### config.mk
export PLATFORM = sky130hd
export DESIGN_NAME = wb_port_arbiter
export DESIGN_NICKNAME = d
export VERILOG_FILES = /design/src/rtl/wb_port_arbiter.sv
export SDC_FILE = /design/constraint.sdc
export NUM_CORES = 1
export LEC_CHECK = 0
export ABC_AREA = 0
export CORE_MARGIN = 4
export CORE_UTILIZATION = 41
export CTS_BUF_LIST = sky130_fd_sc_hd__clkbuf_8
export CTS_CLUSTER_DIAMETER = 60
export DETAILED_ROUTE_END_ITERATION = 8
export MAX_ROUTING_LAYER = met4
export PLACE_DENSITY_LB_ADDON = 0.15
export SYNTH_ARGS = -nofsm -noshare
export SYNTH_HDL_FRONTEND = slang
export SYNTH_SLANG_ARGS = --single-unit
### constraint.sdc
create_clock -name clk -period 3.45 [get_ports clk]
set_input_delay 0.8625 -clock clk [delete_from_list [all_inputs] [get_ports clk]]
set_output_delay 0.8625 -clock clk [all_outputs]
set_load 0.02 [all_outputs]
### src/rtl/wb_port_arbiter.sv
// wb_port_arbiter: fixed-priority writeback arbiter with aging promotion,
// a registered register-file write port and a saturating contention counter
module wb_port_arbiter #(
  parameter int N_REQ   = 4,
  parameter int XLEN    = 32,
  parameter int AGE_W   = 3,
  parameter int AGE_MAX = 7,
  parameter int IDX_W   = 2
) (
  input  logic                  clk,
  input  logic                  rst_n,
  input  logic [N_REQ-1:0]      req_valid,
  output logic [N_REQ-1:0]      req_ready,
  input  logic [5*N_REQ-1:0]    req_rd,
  input  logic [XLEN*N_REQ-1:0] req_data,
  input  logic                  wb_hold,
  output logic                  rf_we,
  output logic [4:0]            rf_waddr,
  output logic [XLEN-1:0]       rf_wdata,
  output logic [IDX_W-1:0]      grant_idx,
  output logic [15:0]           conflict_cnt
);
  logic [AGE_W-1:0] age [N_REQ];
  logic [N_REQ-1:0] promo;
  logic [IDX_W-1:0] pidx, vidx, gidx;
  logic [4:0]       sel_rd;
  logic [XLEN-1:0]  sel_data;
  logic             xfer;
  always_comb begin
    promo = '0;
    pidx = '0;
    vidx = '0;
    sel_rd = '0;
    sel_data = '0;
    for (int i = N_REQ - 1; i >= 0; i--) begin
      promo[i] = req_valid[i] && age[i] == AGE_W'(AGE_MAX);
      pidx = promo[i] ? IDX_W'(i) : pidx;
      vidx = req_valid[i] ? IDX_W'(i) : vidx;
    end
    gidx = |promo ? pidx : vidx;
    xfer = rst_n && !wb_hold && |req_valid;
    req_ready = xfer ? N_REQ'(1) << gidx : '0;
    for (int i = 0; i < N_REQ; i++) begin
      sel_rd = IDX_W'(i) == gidx ? req_rd[5*i +: 5] : sel_rd;
      sel_data = IDX_W'(i) == gidx ? req_data[XLEN*i +: XLEN] : sel_data;
    end
  end
  always_ff @(posedge clk) begin
    if (!rst_n) begin
      rf_we <= 1'b0;
      rf_waddr <= '0;
      rf_wdata <= '0;
      grant_idx <= '0;
      conflict_cnt <= '0;
    end else begin
      rf_we <= xfer && sel_rd != '0;
      if (xfer) begin
        rf_waddr <= sel_rd;
        rf_wdata <= sel_data;
        grant_idx <= gidx;
      end
      if (!wb_hold && $countones(req_valid) >= 2 && conflict_cnt != 16'hFFFF)
        conflict_cnt <= conflict_cnt + 1'b1;
    end
  end
  // ages freeze under hold so arbitration resumes where it left off
  always_ff @(posedge clk) begin
    for (int i = 0; i < N_REQ; i++) begin
      if (!rst_n || (!wb_hold && (!req_valid[i] || req_ready[i])))
        age[i] <= '0;
      else if (!wb_hold && age[i] != AGE_W'(AGE_MAX))
        age[i] <= age[i] + 1'b1;
    end
  end
endmodule

---- Word-level counts from Yosys, hierarchy flattened ----
Memory sizes are Yosys's and may differ from the RTL's.
Cells that the tools add are included.
word-level totals
  memory bits (writable) .................. 12
  word-level logic and storage cells ...... 109
  bits of input ports ..................... 155
  memories ................................ 1
  register bits after elaboration ......... 56
  output and inout bits ................... 60
operators by class
  shift operators ......................... 1
  bitwise logic cells ..................... 4
  reduce and logical (&&, ||, !) cells .... 35
  order comparisons ....................... 1
  $add $sub $neg .......................... 8
  equality and inequality tests ........... 12
  multiplexer cells ....................... 42
memory list
  memory  words  bits a word  rd ports  clocked after Yosys merged registers in  write ports  RTL line  RTL
  age     4      3            4         0                                        4            23        logic [AGE_W-1:0] age [N_REQ];
operator list
  cell                     count
  $mux W32                 4
  $mux W1                  20
  $mux W5                  4
  $mux W2                  9
  $logic_and A1 B1 Y1      17
  $add A16 B1 Y16 const B  1
  $ne A16 B16 Y1 const B   1
  $add A3 B1 Y3 const B    4
  $eq A3 B3 Y1 const B     4
  $mux W3                  4
  $ne A3 B3 Y1 const B     4
  $logic_or A1 B1 Y1       8
  $reduce_or A4 Y1         2
  $logic_not A1 Y1         6
  $reduce_bool A5 Y1       1
  $add A1 B1 Y2            2
  $eq A2 B2 Y1 const A     2
  $mux W4                  1
  $or A1 B1 Y1             4
  $shl A1 B2 Y4 const A    1
  $add A2 B2 Y3            1
  $ge A3 B2 Y1 const B     1
  $eq A1 B2 Y1 const A     1
  $logic_not A2 Y1         1

---- Longest topological paths before layout ----
  word-level depth ........................ 15
  mapped depth ............................ 10
  depth with buffers taken out ............ 8

---- Worst setup path after synthesis ----
Ideal clock, no wire load.
  path type ............................... input to output
  start ................................... in wb_hold
  end ..................................... out req_ready[3]
  cell stages on the path ................. 7
  path slack .............................. 0.543 ns
  data required time ...................... 2.588 ns
  data arrival time ....................... 2.045 ns
  buffers on the path ..................... 3
  cells stage by stage .................... clkbuf_1 nand2b_1 a21oi_1 nand2b_1 and3b_1 buf_2 buf_4
on the way
  word-level cells in the longest chain between the ends .. 4
ends and longest elaborated chain
  what                               RTL line  RTL
  start, declared                    16        input logic wb_hold,
  $logic_not A1 Y1                   41        xfer = rst_n && !wb_hold && |req_valid;
  $logic_and A1 B1 Y1 (2 in series)  41
  $mux W4                            42        req_ready = xfer ? N_REQ'(1) << gidx : '0;
  end, declared                      13        output logic [N_REQ-1:0] req_ready,
Every way passes these cells.

---- Worst setup path after layout ----
  start ................................... in req_valid[3]
  end ..................................... out req_ready[1]
on the way
  word-level cells in the longest chain between the ends .. 8
  elaborated cells on any way between the ends .. 15
  those cells by class .................... shift: 1; mux: 10; reduce/logical: 4
ends and longest elaborated chain
  what                   RTL line  RTL
  start, declared        12        input logic [N_REQ-1:0] req_valid,
  $logic_and A1 B1 Y1    36        promo[i] = req_valid[i] && age[i] == AGE_W'(AGE_MAX);
  $mux W2 (4 in series)  37        pidx = promo[i] ? IDX_W'(i) : pidx;
  $mux W2                40        gidx = |promo ? pidx : vidx;
  $shl A1 B2 Y4          42
  $mux W4 (*)            42
Mark *: on every way between the ends. The rest lies on a longest branch, timed or not.

==> impl_metrics.tcl <==
set metrics [dict create \
    cap_viol_max_count 0 \
    routedWlPerCell_um 17.1 \
    die_w_um 108 \
    hold_viol 0 \
    cts_tree "yes" \
    place_hpwl_mm 10.5 \
    netlist_area_um2 4120 \
    r2r_end "rf_wdata[12]" \
    grt_pass1_vias 4263 \
    ys_seq_area_frac 0.359 \
    cts_setup_buffers 0 \
    ys_ff_latch 68 \
    min_path_cells 2 \
    die_h_um 108 \
    clk_pin_slew_ps 70 \
    diodes 0 \
    grt_pass1_wl_mm 20.8 \
    peakVddDrop_v 0.000235 \
    synth_top_flop_cell "dfxtp_1" \
    grt_usage 0.232 \
    post-route-period-util 0.979 \
    async_reset_ff_frac 0 \
    drt-initial-drc-count 147 \
    crit_start "req_valid[3]" \
    cts_max_level 3 \
    power_density_nw_per_um2 307 \
    outcome "finished, final reports clean" \
    crit_type "in2out" \
    cts.sinks 68 \
    yosys_warnings 0 \
    gp_congestion 0.884 \
    syn_avg_cell_area_um2 9.37 \
    final_cell_mix "209 x clkdlybuf4s50_1, 62 x mux2i_1, 56 x dfxtp_1" \
    setup-violations-final 0 \
    finClkSkew_ps 13.6 \
    design.die.area_um2 11700 \
    max_slew_margin 0.317 \
    rr_startpoint "age[1][0]" \
    crit_arrival_ps 2520 \
    min-delay-start "rf_wdata[29]" \
    grt_start_max_net_pins 60 \
    clock-root-buffer "clkbuf_8" \
    crit_path_end_kind "primary output" \
    vias_per_cell 5.34 \
    fill_cells 824 \
    final_common_cell "clkdlybuf4s50_1" \
    p_leak_nw 2.80 \
    placed_area_um2 6430 \
    first_pass_iters 4 \
    crit_path_max_fanout 4 \
    reg2reg_slack_ps 370 \
    slew_violations 0 \
    cts-buffers-inserted 9 \
    synth_nets 606 \
    seq_area_um2 1480 \
    num_io_pins 215 \
    synth_cell_types 43 \
    layout.nets 818 \
    routed_wl_mm 13.5 \
    worst_pin_slew_ps 1020 \
    ant_nets 0 \
    holdWs_ps 457 \
    grt_antenna_before_repair 0 \
    min_to "rf_wdata[29]" \
    drc 0 \
    rr_worst_depth 9 \
    required_ps 2590 \
    clkLatencyLatePin_ps 340 \
    start_kind "input pin" \
    grt_overflow 0 \
    fmax_mhz 296 \
    multi_input_area_um2 2470 \
    syn_to_final_growth_pct 61.0 \
    num_vias 4222 \
    clk_path_buf_depth 2 \
    io_buffers 214 \
    core_region_area_um2 9770 \
    hp-class "reg2reg" \
    netlist_instances 440 \
    rows 36 \
    drive_above_1_share 0.110 \
    initial_core_util 0.422 \
    stdcell_area_um2 6640 \
    synth_edf_count 12 \
    layout_min_cycle_time_ps 3380 \
]
## sequential cells by signal, summed over array words and instances (netlist names)
register and flops:
rf_waddr 5, conflict_cnt 16, grant_idx 2, age 12
rf_we 1, rf_wdata 32
## final cells by class
cell class	count	share of cell area
multi-input cells	332	0.372
clock inverters	7	0.00566
well taps	133	0.0251
clock buffers	9	0.0187
flip-flops and latches	68	0.223
repair buffers	237	0.353
inverters	4	0.00226
## routing by layer
| metal | GRT usage | part of all wire | vias up |
|---|---|---|---|
| met2 | 0.411 | 0.50 | 181 |
| met5 | - | 0 | - |
| met4 | 0.0685 | 0.017 | 0 |
| li1 | - | - | 2053 |
| met1 | 0.258 | 0.40 | 1970 |
| met3 | 0.0555 | 0.084 | 18 |
## synthesized netlist by cell type, types with 6 or more instances
master,n,share of area
dfxtp_1,56,0.27
ha_1,10,0.030
or3_1,6,0.0091
a22oi_1,15,0.027
and4_1,16,0.034
and2_1,11,0.017
nand2_1,14,0.013
and3_1,10,0.015
a21oi_1,39,0.047
clkbuf_1,22,0.020
o21ai_0,25,0.030
nor2_1,18,0.016
xor2_1,9,0.019
buf_4,8,0.015
nand3_1,22,0.027
nand4_1,8,0.012
edfxtp_1,12,0.087
mux2_2,20,0.055
mux2i_1,62,0.15
o21ai_1,14,0.017
## cells by family (layout without fill, tap and decap cells)
family / Yosys count / count (layout) / synth area share
and+or+nand+nor: 118 / 118 / 0.166
AOI/OAI and AO/OA: 109 / 109 / 0.159
muxes: 82 / 82 / 0.205
DFF: 68 / 68 / 0.359
buffers and inverters: 40 / 257 / 0.0501
xor gates and xnor gates: 12 / 12 / 0.0255
adders and majority gates: 11 / 11 / 0.0352
## power breakdown
group / internal, W / switching (W)
Clock: 0.000252 / 0.000300
Combinational: 0.000352 / 0.000250
Sequential: 0.000858 / 0.0000261
## repair_timing
action	in CTS	in global routing
gates resized for setup	4	15
pin swaps	0	1
setup endpoints to repair	4	5
hold buffers	0	0
## worst max path at each step
| stage | end | slack [ps] | cells past startpoint |
|---|---|---|---|
| 4_1_cts | req_ready[3] | 3 | 9 |
| 3_5_place_dp | req_ready[1] | -240 | 6 |
| 3_3_place_gp | req_ready[1] | -200 | 6 |
| 5_1_grt | req_ready[3] | -5 | 7 |
| 6_report | req_ready[1] | 70 | 6 |
| 2_1_floorplan | req_ready[3] | 540 | 7 |
## critical path, cell delays in order
cell and delay (ps):
clkdlybuf4s50_1 500, a22o_1 270, o211ai_4 200, and2_1 190, and3_1 180, clkdlybuf4s15_1 330
## stage by stage
step / setup WS (ps) / total power, W / std cells / setup TNS [ps] / util
floorplan: 543 / 0.00117 / 440 / 0 / -
global placement: -202 / 0.00149 / 774 / -1250 / 0.658
detailed placement: -241 / 0.00150 / 774 / -3050 / 0.658
CTS: 3.22 / 0.00205 / 790 / 0 / 0.675
global route: -5.36 / 0.00214 / 790 / -8.06 / 0.679
finish: 71.6 / 0.00204 / 790 / 0 / 0.679
Note: power is estimated with default switching activity, not from simulation.
